[src/rtl/core_pkg.sv]
// Shared FPU definitions for the core: op encodings, pipeline latencies and the
// layout of one in-flight scoreboard entry.
package core_pkg;

  typedef enum logic [2:0] {
    FPU_ADD  = 3'd0,
    FPU_SUB  = 3'd1,
    FPU_MUL  = 3'd2,
    FPU_DIV  = 3'd3,
    FPU_SQRT = 3'd4,
    FPU_CMP  = 3'd5,
    FPU_CVT  = 3'd6,
    FPU_MV   = 3'd7
  } fpu_op_e;

  localparam int LAT_ADD  = 3;
  localparam int LAT_SUB  = 3;
  localparam int LAT_MUL  = 4;
  localparam int LAT_DIV  = 12;
  localparam int LAT_SQRT = 16;

  localparam int SB_REG_W = 6;
  localparam int SB_CNT_W = 5;

  typedef struct packed {
    logic                valid;
    logic [SB_REG_W-1:0] rd;
    logic [SB_CNT_W-1:0] count;
    logic                is_div;
  } sb_entry_t;

  // Ops with latency 0 finish inside EX and are never tracked.
  function automatic logic [SB_CNT_W-1:0] fpu_latency(input logic [2:0] op);
    case (op)
      FPU_ADD:  return SB_CNT_W'(LAT_ADD);
      FPU_SUB:  return SB_CNT_W'(LAT_SUB);
      FPU_MUL:  return SB_CNT_W'(LAT_MUL);
      FPU_DIV:  return SB_CNT_W'(LAT_DIV);
      FPU_SQRT: return SB_CNT_W'(LAT_SQRT);
      default:  return '0;
    endcase
  endfunction

  function automatic logic is_long_op(input logic [2:0] op);
    return (op == FPU_DIV) || (op == FPU_SQRT);
  endfunction

endpackage

[src/rtl/fpu_scoreboard.sv]
// In-flight FPU result tracker: one countdown entry per outstanding multi-cycle op,
// with dependency, capacity and divider-occupancy queries for the instruction in ID.
module fpu_scoreboard
  import core_pkg::*;
#(
  parameter int REGFILE_LEN  = 6,
  parameter int FPU_OP_WIDTH = 3,
  parameter int SB_DEPTH     = 4,
  parameter int CNT_WIDTH    = 5
) (
  input  logic                    clk,
  input  logic                    rst,
  input  logic [REGFILE_LEN-1:0]  id_rs1,
  input  logic [REGFILE_LEN-1:0]  id_rs2,
  input  logic                    id_rs1_used,
  input  logic                    id_rs2_used,
  input  logic [REGFILE_LEN-1:0]  id_rd,
  input  logic                    id_rd_we,
  input  logic [FPU_OP_WIDTH-1:0] id_fpu_op,
  input  logic                    issue,
  input  logic                    freeze,
  output logic                    raw_hit,
  output logic                    waw_hit,
  output logic                    full,
  output logic                    div_busy,
  output logic                    busy
);

  localparam logic [SB_CNT_W-1:0] CNT_ONE = SB_CNT_W'(1);

  sb_entry_t            entries [SB_DEPTH];
  logic [SB_DEPTH-1:0]  alloc_sel;
  logic [CNT_WIDTH-1:0] id_lat;

  assign id_lat = CNT_WIDTH'(fpu_latency(id_fpu_op));

  function automatic logic src_match(input logic used,
                                     input logic [REGFILE_LEN-1:0] src,
                                     input logic [REGFILE_LEN-1:0] rd);
    return used && (src != '0) && (src == rd);
  endfunction

  // An entry in its final cycle forwards its result, so it no longer blocks readers.
  always_comb begin
    raw_hit   = 1'b0;
    waw_hit   = 1'b0;
    full      = 1'b1;
    div_busy  = 1'b0;
    busy      = 1'b0;
    alloc_sel = '0;
    for (int i = 0; i < SB_DEPTH; i++) begin
      if (entries[i].valid) begin
        busy = 1'b1;
        if ((entries[i].count > CNT_ONE) &&
            (src_match(id_rs1_used, id_rs1, entries[i].rd) ||
             src_match(id_rs2_used, id_rs2, entries[i].rd)))
          raw_hit = 1'b1;
        if (id_rd_we && (id_rd == entries[i].rd) && (entries[i].count > id_lat))
          waw_hit = 1'b1;
        if (entries[i].is_div)
          div_busy = 1'b1;
      end else begin
        full = 1'b0;
        if (alloc_sel == '0)
          alloc_sel[i] = 1'b1;
      end
    end
  end

  always_ff @(posedge clk) begin
    if (rst) begin
      for (int i = 0; i < SB_DEPTH; i++)
        entries[i] <= '0;
    end else begin
      for (int i = 0; i < SB_DEPTH; i++) begin
        if (issue && alloc_sel[i]) begin
          entries[i].valid  <= 1'b1;
          entries[i].rd     <= id_rd;
          entries[i].count  <= id_lat;
          entries[i].is_div <= is_long_op(id_fpu_op);
        end else if (!freeze && entries[i].valid) begin
          if (entries[i].count == CNT_ONE)
            entries[i].valid <= 1'b0;
          entries[i].count <= entries[i].count - CNT_ONE;
        end
      end
    end
  end

endmodule

[src/rtl/hazard_unit.sv]
// Pipeline interlock generator: combines load-use, FPU scoreboard, memory wait and
// branch redirect conditions into per-stage stall and flush controls.
module hazard_unit
  import core_pkg::*;
#(
  parameter int REGFILE_LEN  = 6,
  parameter int FPU_OP_WIDTH = 3,
  parameter int SB_DEPTH     = 4,
  parameter int CNT_WIDTH    = 5
) (
  input  logic                    clk,
  input  logic                    rst,
  input  logic                    id_valid,
  input  logic [REGFILE_LEN-1:0]  id_rs1,
  input  logic [REGFILE_LEN-1:0]  id_rs2,
  input  logic                    id_rs1_used,
  input  logic                    id_rs2_used,
  input  logic [REGFILE_LEN-1:0]  id_rd,
  input  logic                    id_rd_we,
  input  logic                    id_is_fpu,
  input  logic [FPU_OP_WIDTH-1:0] id_fpu_op,
  input  logic                    ex_is_load,
  input  logic [REGFILE_LEN-1:0]  ex_rd,
  input  logic                    ex_rd_we,
  input  logic                    branch_taken,
  input  logic                    mem_busy,
  output logic                    pc_stall,
  output logic                    if_id_stall,
  output logic                    id_ex_stall,
  output logic                    ex_mem_stall,
  output logic                    mem_wb_stall,
  output logic                    if_id_flush,
  output logic                    id_ex_flush,
  output logic                    fpu_busy
);

  logic raw_hit, waw_hit, sb_full, div_busy, sb_busy;
  logic tracked, load_use, sb_struct, id_hold, issue;

  assign tracked   = id_is_fpu && (fpu_latency(id_fpu_op) != '0);
  assign load_use  = ex_is_load && ex_rd_we && (ex_rd != '0) &&
                     ((id_rs1_used && (id_rs1 == ex_rd)) ||
                      (id_rs2_used && (id_rs2 == ex_rd)));
  assign sb_struct = tracked && (sb_full || (is_long_op(id_fpu_op) && div_busy));
  assign id_hold   = id_valid && !branch_taken &&
                     (load_use || raw_hit || waw_hit || sb_struct);
  assign issue     = !rst && id_valid && tracked && !mem_busy && !branch_taken && !id_hold;

  fpu_scoreboard #(
    .REGFILE_LEN (REGFILE_LEN),
    .FPU_OP_WIDTH(FPU_OP_WIDTH),
    .SB_DEPTH    (SB_DEPTH),
    .CNT_WIDTH   (CNT_WIDTH)
  ) u_scoreboard (
    .clk        (clk),
    .rst        (rst),
    .id_rs1     (id_rs1),
    .id_rs2     (id_rs2),
    .id_rs1_used(id_rs1_used),
    .id_rs2_used(id_rs2_used),
    .id_rd      (id_rd),
    .id_rd_we   (id_rd_we),
    .id_fpu_op  (id_fpu_op),
    .issue      (issue),
    .freeze     (mem_busy),
    .raw_hit    (raw_hit),
    .waw_hit    (waw_hit),
    .full       (sb_full),
    .div_busy   (div_busy),
    .busy       (sb_busy)
  );

  // A memory wait freezes the whole pipe; a redirect outranks any hazard held in ID.
  always_comb begin
    pc_stall     = 1'b0;
    if_id_stall  = 1'b0;
    id_ex_stall  = 1'b0;
    ex_mem_stall = 1'b0;
    mem_wb_stall = 1'b0;
    if_id_flush  = 1'b0;
    id_ex_flush  = 1'b0;
    fpu_busy     = 1'b0;
    if (!rst) begin
      fpu_busy = sb_busy;
      if (mem_busy) begin
        pc_stall     = 1'b1;
        if_id_stall  = 1'b1;
        id_ex_stall  = 1'b1;
        ex_mem_stall = 1'b1;
        mem_wb_stall = 1'b1;
      end else if (branch_taken) begin
        if_id_flush = 1'b1;
        id_ex_flush = 1'b1;
      end else if (id_hold) begin
        pc_stall    = 1'b1;
        if_id_stall = 1'b1;
        id_ex_flush = 1'b1;
      end
    end
  end

endmodule

[config.mk]
export PLATFORM = sky130hd
export DESIGN_NAME = hazard_unit
export DESIGN_NICKNAME = d
export VERILOG_FILES = /design/src/rtl/core_pkg.sv /design/src/rtl/fpu_scoreboard.sv /design/src/rtl/hazard_unit.sv
export SDC_FILE = /design/constraint.sdc
export NUM_CORES = 1
export LEC_CHECK = 0
export CAP_MARGIN = 10
export CORE_MARGIN = 2
export CORE_UTILIZATION = 51
export CTS_CLUSTER_SIZE = 24
export DETAILED_ROUTE_END_ITERATION = 8
export PLACE_DENSITY_LB_ADDON = 0.2
export RECOVER_POWER = 25
export SYNTH_ARGS = -nofsm -noshare
export SYNTH_HDL_FRONTEND = slang
export SYNTH_SLANG_ARGS = --single-unit
[constraint.sdc]
create_clock -name clk -period 3.27 [get_ports clk]
set_clock_uncertainty 0.05 [all_clocks]
set_input_delay 0.327 -clock clk [delete_from_list [all_inputs] [get_ports clk]]
set_output_delay 0.327 -clock clk [all_outputs]
set_load 0.02 [all_outputs]
==> impl_metrics.tcl, run 1 <==
set metrics [dict create \
    grt_usage 0.273 \
    critical_path.max_fanout 9 \
    finalCritPeriodShare 0.978 \
    hold_viol_final 0 \
    hold_buffers 0 \
    final_cell_count_no_fill 640 \
    num_antenna_cells 0 \
    drv_slew 0 \
    yosys_warnings 0 \
    ys_seq_area_frac 0.359 \
    cp-start-kind "flip-flop" \
    grt_pass1_wl_um 19100 \
    netlist.area_leader.share 0.359 \
    first_pass_iters 5 \
    netlist_area_um2 4360 \
    ff2ff_path_depth 11 \
    path_class "reg2reg" \
    ys.flop_type "edfxtp_1" \
    regMostFlops "u_scoreboard.entries" \
    r2r_setup_slack_ps 70 \
    required_ps 3260 \
    end_kind "flip-flop" \
    r2r-end "u_scoreboard.entries[0][12]$_SDFFCE_PN0P_" \
    portBuffers 45 \
    syn-num-nets 499 \
    min_period_ps 3200 \
    synth_async_sr_flop_share 0 \
    reg_top3 "u_scoreboard.entries x52" \
    rows 33 \
    die_x_um 96.4 \
    cts_tree "built" \
    grt_pass1_vias 3761 \
    hold_path_class "in2reg" \
    ant_nets 0 \
    drt-initial-drc-count 218 \
    syn_to_final_growth_pct 33.0 \
    dpl.hpwl_um 9440 \
    cts.sinks 52 \
    syn_avg_cell_area_um2 10.1 \
    synth_edf_count 52 \
    ys_top_cells_by_area "edfxtp_1 (36%), xnor2_1 (11%), xor2_1 (8.2%), ha_1 (8.0%), and2_1 (3.9%)" \
    initial_core_util 0.527 \
    place_inst 618 \
    vias 3750 \
    ys_types 51 \
    clockRootBuffer "clkbuf_8" \
    fp.dieH_um 96.4 \
    regToRegStartpoint "u_scoreboard.entries[1][2]$_SDFFCE_PN0P_" \
    cts_max_level 2 \
    fmax_mhz 313 \
    cts_buffers 5 \
    antenna_found_initial 0 \
    cap_violations 0 \
    wl_per_cell_um 19.3 \
    pin_count 46 \
    layout_commonest_cell "buf_4" \
    p_per_area_nw_per_um2 313 \
    holdWs_ps 579 \
    min_from "id_fpu_op[2]" \
    min_to "u_scoreboard.entries[2][3]$_SDFFCE_PN0P_" \
    syn_inst 433 \
    core_um2 8260 \
    max_slew_margin 0.616 \
    path_clk_slew_ps 100 \
    fin_nets 601 \
    gp_congestion 1.00 \
    largest_reg_flops 52 \
    final_cell_mix "buf_4 (67), xnor2_1 (55), edfxtp_1 (52)" \
    cts_buffer_depth 2 \
    vias_per_cell 5.86 \
    grt_max_degree 16 \
    peakVddDrop_mv 0.207 \
    drive_gt1_frac 0.249 \
    setup_viol 0 \
    synth_top_cell_by_area "edfxtp_1" \
    leakage_nw 2.22 \
    grt_overflow_total 0 \
    wirelength_um 12300 \
    clk_latency_ps 310 \
    worst_pin_slew_ps 572 \
    die-area_um2 9290 \
    critical_path_arrival_ps 3190 \
    synth-seq-cells 52 \
    holdPathStages 4 \
    outcome "completed" \
    drc 0 \
]
-- kinds of logic after synthesis --
kind of cell	share of synthesized area
buffers and inverters	0.0494
xor gates and xnor gates	0.193
AOI/OAI and AO/OA	0.106
and+or+nand+nor	0.212
adders and majority gates	0.0804
DFF	0.359
-- area by class of cell --
class,instances,area (um2)
Tap cell,105,131
Sequential cell,52,1560
Clock buffer,5,68.8
Inverter,16,67.6
Multi-Input combinational cell,336,2840
Fill cell,642,2470
Clock inverter,2,60.1
Timing Repair Buffer,124,1060
-- routing by layer --
| metal | GRT usage | vias to the layer above | wire length [um] |
|---|---|---|---|
| li1 | - | 1773 | - |
| met2 | 0.451 | 141 | 5850 |
| met4 | 0.0880 | 0 | 315 |
| met5 | 0 | - | 0 |
| met1 | 0.372 | 1809 | 5450 |
| met3 | 0.0357 | 27 | 721 |
-- worst max path at each step --
stage	start	end	slack, ps
2_1_floorplan	id_fpu_op[1]	pc_stall	-70
3_3_place_gp	id_fpu_op[1]	if_id_stall	-570
3_5_place_dp	id_fpu_op[1]	if_id_stall	-630
4_1_cts	u_scoreboard.entries[1][1]$_SDFFCE_PN0P_	if_id_stall	-30
5_1_grt	u_scoreboard.entries[2][3]$_SDFFCE_PN0P_	id_ex_flush	-40
6_report	u_scoreboard.entries[1][2]$_SDFFCE_PN0P_	u_scoreboard.entries[0][12]$_SDFFCE_PN0P_	70
-- power breakdown --
part | internal (mW) | total [mW] | switching, mW
clock network | 0.302 | 0.530 | 0.228
registers | 0.764 | 0.803 | 0.0398
logic | 0.246 | 0.478 | 0.233
-- synthesized netlist by cell type, types with 2 or more instances --
| cell type | count |
|---|---|
| xnor2_1 | 55 |
| edfxtp_1 | 52 |
| xor2_1 | 41 |
| ha_1 | 28 |
| and2_1 | 27 |
| nand4_1 | 18 |
| o2bb2ai_1 | 17 |
| clkbuf_1 | 16 |
| nand2_1 | 16 |
| nor2_1 | 16 |
| inv_1 | 15 |
| nor4_1 | 13 |
| a21oi_1 | 12 |
| nand3_1 | 9 |
| o21ai_0 | 7 |
| or3_1 | 7 |
| nor2b_1 | 6 |
| nor3_1 | 6 |
| buf_4 | 5 |
| a211oi_1 | 4 |
| and3_1 | 4 |
| buf_2 | 4 |
| nand2b_1 | 4 |
| nor4_4 | 4 |
| a211o_1 | 3 |
| a22o_1 | 3 |
| buf_6 | 3 |
| nand3b_1 | 3 |
| o31ai_1 | 3 |
| or2_2 | 3 |
| a31oi_1 | 2 |
| nor3b_1 | 2 |
| nor4b_1 | 2 |
| o21a_1 | 2 |
| o31a_1 | 2 |
| or2_1 | 2 |
| or4_1 | 2 |
| or4_4 | 2 |
-- through the flow --
step	cell area, um2	power (mW)	utilization	setup TNS, ps	worst slack (ps)
CTS	5690	1.78	0.688	-62.6	-31.4
finish	5790	1.81	0.701	0	72.1
global placement	5310	1.23	0.643	-33400	-567
floorplan	4370	1.05	-	-68.5	-68.5
detailed placement	5310	1.24	0.643	-40960	-634
global route	5790	1.88	0.701	-36.5	-36.4
-- worst max-delay path, cell delays in order (launching register included) --
cell	delay (ps)
edfxtp_1	420
or3_1	390
a31oi_1	210
buf_4	180
nor2_1	40
a32o_2	230
or4_4	550
buf_6	160
nor4_4	240
buf_4	180
buf_4	150
or3_1	110
-- timing repair --
item,CTS,global route
buffers inserted,8,7
endpoints found under the setup margin,80,54
gates resized for setup,56,22
pin swaps,17,21
No activity file was read; power rests on OpenSTA's default activity.
==> run 2, diff against run 1 <==
--- a/config.mk
+++ b/config.mk
@@ -11,7 +11,7 @@
 export CTS_CLUSTER_SIZE = 24
 export DETAILED_ROUTE_END_ITERATION = 8
 export PLACE_DENSITY_LB_ADDON = 0.2
-export RECOVER_POWER = 25
+export RECOVER_POWER = 100
 export SYNTH_ARGS = -nofsm -noshare
 export SYNTH_HDL_FRONTEND = slang
 export SYNTH_SLANG_ARGS = --single-unit
==> impl_metrics.tcl, run 2 (synthesis results as in run 1) <==
set metrics [dict create \
    crit_path_start "u_scoreboard.entries[1][2]$_SDFFCE_PN0P_" \
    hold_path_class "in2reg" \
    place_ws_ps -634 \
    p_per_area_nw_per_um2 313 \
    ant_nets 0 \
    peakVddDrop_mv 0.209 \
    outcome "completed" \
    critical_path.max_fanout 9 \
    grt_pass1_wl_um 19100 \
    reg_top3 "u_scoreboard.entries x52" \
    wl_per_cell_um 19.3 \
    regMostFlops "u_scoreboard.entries" \
    final_util 0.700 \
    cts_tree "built" \
    largest_reg_flops 52 \
    portBuffers 45 \
    fmax_mhz 313 \
    cts.sinks 52 \
    place_area_um2 5310 \
    tns_ps 0 \
    fin_nets 601 \
    cts_max_level 2 \
    drc 0 \
    drt-initial-drc-count 204 \
    place_inst 618 \
    worst_pin_slew_ps 576 \
    gp_congestion 1.00 \
    pin_count 46 \
    drive_gt1_frac 0.245 \
    drv_slew 0 \
    cap_violations 0 \
    num_antenna_cells 0 \
    grt_overflow_total 0 \
    regToRegStartpoint "u_scoreboard.entries[1][2]$_SDFFCE_PN0P_" \
    die_x_um 96.4 \
    wirelength_um 12300 \
    min_period_ps 3200 \
    r2r_setup_slack_ps 70 \
    die-area_um2 9290 \
    path_class "reg2reg" \
    vias_per_cell 5.88 \
    setup_ws_ps 72.2 \
    grt_pass1_vias 3761 \
    cp-start-kind "flip-flop" \
    design_area_um2 5780 \
    hold_buffers 0 \
    vias 3761 \
    grt_usage 0.273 \
    layout_commonest_cell "buf_4" \
    syn_to_final_growth_pct 32.7 \
    grt_max_degree 16 \
    r2r-end "u_scoreboard.entries[0][12]$_SDFFCE_PN0P_" \
    core_um2 8260 \
    final_cell_mix "buf_4 (63), xnor2_1 (55), edfxtp_1 (52)" \
    cts_buffers 5 \
    setup_viol 0 \
    path_clk_slew_ps 100 \
    clockRootBuffer "clkbuf_8" \
    hold_viol_final 0 \
    finalCritPeriodShare 0.978 \
    final_cell_count_no_fill 640 \
    ff2ff_path_depth 11 \
    max_slew_margin 0.614 \
    antenna_found_initial 0 \
    initial_core_util 0.527 \
    clk_latency_ps 310 \
    leakage_nw 2.21 \
    end_kind "flip-flop" \
    crit_path_end "u_scoreboard.entries[0][12]$_SDFFCE_PN0P_" \
    first_pass_iters 5 \
    required_ps 3250 \
    cts_buffer_depth 2 \
    dpl.hpwl_um 9440 \
    fp.dieH_um 96.4 \
    critical_path_arrival_ps 3180 \
    rows 33 \
]
## run 2: changes by cell type in the layout (fill, tap and decap cells not counted), sizes merged
cell    previous run  this run
clkbuf            14        16
buf               75        73
## run 2: how the worst min path moves through the flow
stage / from / end / slack [ps] / cells past startpoint
floorplan: rst / u_scoreboard.entries[0][12]$_SDFFCE_PN0P_ / 480 / 1
global placement: u_scoreboard.entries[3][1]$_DFFE_PP_ / u_scoreboard.entries[3][1]$_DFFE_PP_ / 580 / 1
detailed placement: u_scoreboard.entries[2][1]$_SDFFCE_PN0P_ / u_scoreboard.entries[2][1]$_SDFFCE_PN0P_ / 600 / 1
CTS: u_scoreboard.entries[2][1]$_SDFFCE_PN0P_ / u_scoreboard.entries[2][1]$_SDFFCE_PN0P_ / 610 / 1
global route: id_fpu_op[2] / u_scoreboard.entries[2][3]$_SDFFCE_PN0P_ / 580 / 4
finish: id_fpu_op[2] / u_scoreboard.entries[2][3]$_SDFFCE_PN0P_ / 580 / 4
## run 2: timing repair
item	4_1_cts	5_1_grt
pin swaps	17	21
cloned	0	0
setup buffers	8	7
setup endpoints to repair	80	54
resized for setup	56	22
## run 2: final cells by class
cell class / count / area, um2
fillers: 645 / 2480
clock buffers: 5 / 68.8
clock inverters: 2 / 60.1
multi-input cells: 336 / 2830
inverters: 16 / 67.6
flip-flops and latches: 52 / 1560
well taps: 105 / 131
repair buffers: 124 / 1060
## run 2: power breakdown
| part | leakage (nW) | internal, mW | switching, mW |
|---|---|---|---|
| Combinational | 1.60 | 0.244 | 0.233 |
| Sequential | 0.540 | 0.764 | 0.0396 |
| Clock | 0.0642 | 0.302 | 0.224 |
## run 2: per-layer routing
| layer | global-route usage | vias up | wire, um |
|---|---|---|---|
| met5 | 0 | - | 0 |
| met4 | 0.0880 | 0 | 301 |
| met3 | 0.0357 | 23 | 565 |
| met2 | 0.451 | 123 | 5900 |
| met1 | 0.372 | 1840 | 5560 |
| li1 | - | 1775 | - |
## run 2: metrics by stage
step	power [mW]	hold WS [ps]
after detailed placement	1.24	595
after global routing	1.88	583
final	1.81	577
after CTS	1.78	612
after floorplan	1.05	483
after global placement	1.23	577
## run 2: critical path, cell delays in order, from the launching register on
cell and delay, ps:
edfxtp_1 420, or3_1 380, a31oi_1 220, buf_4 180
nor2_1 40, a32o_2 230, or4_4 550, buf_6 160
nor4_4 240, buf_4 180, buf_4 150, or3_1 110
==> run 3, diff against run 2 <==
--- a/config.mk
+++ b/config.mk
@@ -10,8 +10,9 @@
 export CORE_UTILIZATION = 51
 export CTS_CLUSTER_SIZE = 24
 export DETAILED_ROUTE_END_ITERATION = 8
-export PLACE_DENSITY_LB_ADDON = 0.2
+export PLACE_DENSITY_LB_ADDON = 0.08
 export RECOVER_POWER = 100
 export SYNTH_ARGS = -nofsm -noshare
 export SYNTH_HDL_FRONTEND = slang
+export SYNTH_HIERARCHICAL = 1
 export SYNTH_SLANG_ARGS = --single-unit
==> impl_metrics.tcl, run 3 <==
set metrics [dict create \
    syn_avg_cell_area_um2 9.81 \
    yosysMostFrequentCell "xnor2_1" \
    first_pass_iters 4 \
    drv_slew 0 \
    clockRootBuffer "clkbuf_8" \
    required_ps 3380 \
    vias 3551 \
    wl_per_cell_um 18.5 \
    cts_tree "built" \
    rows 33 \
    ys_types 48 \
    synth_edf_count 52 \
    grt_pass1_vias 3359 \
    synth-seq-cells 52 \
    critPathTopFamily "simple AND/OR/NAND/NOR gates" \
    grt_pass1_wl_um 17700 \
    cp-start-kind "input pin" \
    drive_gt1_frac 0.202 \
    setup_ws_ps 119 \
    syn_to_final_growth_pct 26.1 \
    syn-num-nets 494 \
    core_um2 8090 \
    regMostFlops "u_scoreboard/entries" \
    reg_top3 "u_scoreboard/entries x52" \
    ant_nets 0 \
    ff2ff_path_depth 14 \
    dpl.hpwl_um 9190 \
    ys.flop_type "edfxtp_1" \
    cts_buffers 5 \
    critical_path_arrival_ps 3260 \
    cts_max_level 2 \
    cts.sinks 52 \
    cp_common_cell "buf_4" \
    syn_inst 428 \
    ys_top_cells_by_area "edfxtp_1 (37%), xnor2_1 (14%), ha_1 (8.3%), xor2_1 (5.6%), and2_1 (2.8%)" \
    finalCritPeriodShare 0.964 \
    hold_viol_final 0 \
    ys_seq_area_frac 0.372 \
    grt_usage 0.263 \
    fp.dieH_um 94.7 \
    synth_top_cell_by_area "edfxtp_1" \
    grt_overflow_total 0 \
    outcome "completed" \
    synth_async_sr_flop_share 0 \
    clk_latency_ps 320 \
    holdWs_ps 605 \
    num_antenna_cells 0 \
    worstPathCellList "clkdlybuf4s50_1 -> or4_4 -> o31ai_4 -> nor4_1 -> o211ai_1 -> nand4_1 -> nor2_2 -> o221ai_2 -> a211oi_2 -> nor2b_1 -> buf_4 -> nand2_2 -> buf_4 -> o22ai_1" \
    r2r_setup_slack_ps 180 \
    grt_max_degree 19 \
    path_clk_slew_ps 90 \
    fmax_mhz 317 \
    setup_viol 0 \
    path_class "in2reg" \
    cap_violations 0 \
    crit_slowest_cell "or4_4" \
    worst_pin_slew_ps 562 \
    layout_commonest_cell "xnor2_1" \
    hold_buffers 0 \
    netlist.area_leader.share 0.372 \
    holdPathStages 4 \
    min_period_ps 3150 \
    gp_congestion 0.951 \
    antenna_found_initial 0 \
    leakage_nw 2.08 \
    portBuffers 45 \
    p_per_area_nw_per_um2 304 \
    final_cell_mix "xnor2_1 (69), buf_4 (52), edfxtp_1 (52)" \
    initial_core_util 0.519 \
    die-area_um2 8980 \
    wirelength_um 11500 \
    drt-initial-drc-count 262 \
    end_kind "flip-flop" \
    yosys_warnings 6 \
    fin_nets 581 \
    critPathMaxStageDelay_ps 500 \
    largest_reg_flops 52 \
    tns_ps 0 \
    place_area_um2 5090 \
    hold_path_class "in2reg" \
    design_area_um2 5300 \
    die_x_um 94.7 \
    peakVddDrop_mv 0.206 \
    max_slew_margin 0.624 \
    path_buf_inv 3 \
    pin_count 46 \
    netlist_area_um2 4200 \
    grt_setup_unrepaired "no" \
    place_ws_ps -656 \
    synthTopCellsByCount "xnor2_1 (69), edfxtp_1 (52), ha_1 (28), nand2_1 (28), xor2_1 (27)" \
    cts_buffer_depth 2 \
    vias_per_cell 5.72 \
    drc 0 \
    critical_path_cell_count 14 \
    critical_path.max_fanout 5 \
]
==> run 3: changes by cell type in the layout (fill, tap and decap cells not counted), sizes merged, moves of 11 or more <==
cell	before	now
xnor2	55	69
nand2	16	28
buf	73	57
o21ai	8	19
o2bb2ai	17	0
xor2	41	27
o22ai	1	15
==> run 3: metal layers <==
metal  wire [um]  up-vias  GRT usage
met5           0        -          0
met4         183        0     0.0700
met2        5340      110      0.421
met3         656       10     0.0367
li1            -     1701          -
met1        5280     1730      0.375
==> run 3: layout make-up <==
class                   instances  area, um2
fillers                       699       2800
multi-input cells             331       2520
flip-flops and latches         52       1560
repair buffers                105        906
well taps                     105        131
inverters                      20       77.6
clock buffers                   5       68.8
clock inverters                 3       26.3
==> run 3: cell families after synthesis <==
kind of cell | share of synthesized area
adder cells (fa/ha/maj) | 0.0834
XOR/XNOR | 0.200
AO/OA/AOI/OAI | 0.112
flip-flops | 0.372
AND/OR/NAND/NOR | 0.183
buffers and inverters | 0.0501
==> run 3: tightest hold or removal path, cell delays in order <==
cell	delay, ps
clkbuf_2	150
nand2b_4	130
buf_4	130
o22ai_2	70
==> run 3: timing repair <==
action                     4_1_cts  5_1_grt
resized for setup               32       31
pin swaps                       10       16
setup buffers                    2        2
setup endpoints to repair      107      105
==> run 3: where the power goes <==
group | switching [mW] | total (mW) | internal, mW | leakage [nW]
clock network | 0.232 | 0.389 | 0.156 | 0.0487
logic | 0.213 | 0.425 | 0.212 | 1.49
registers | 0.0364 | 0.799 | 0.763 | 0.539
==> run 3: stage by stage <==
stage | utilization | cells | power [mW]
after detailed placement | 0.629 | 609 | 1.22
after CTS | 0.645 | 619 | 1.60
after global placement | 0.629 | 609 | 1.21
final | 0.654 | 621 | 1.61
after global routing | 0.654 | 621 | 1.69
after floorplan | - | 428 | 1.04
==> run 3: worst paths after layout <==
kind,start,to
max,id_rs2[0],u_scoreboard/entries[1][4]$_SDFFCE_PN0P_
min,id_fpu_op[1],u_scoreboard/entries[2][3]$_SDFFCE_PN0P_
max reg2reg,u_scoreboard/entries[1][3]$_SDFFCE_PN0P_,u_scoreboard/entries[1][4]$_SDFFCE_PN0P_
min reg2reg,u_scoreboard/entries[1][1]$_SDFFCE_PN0P_,u_scoreboard/entries[1][1]$_SDFFCE_PN0P_
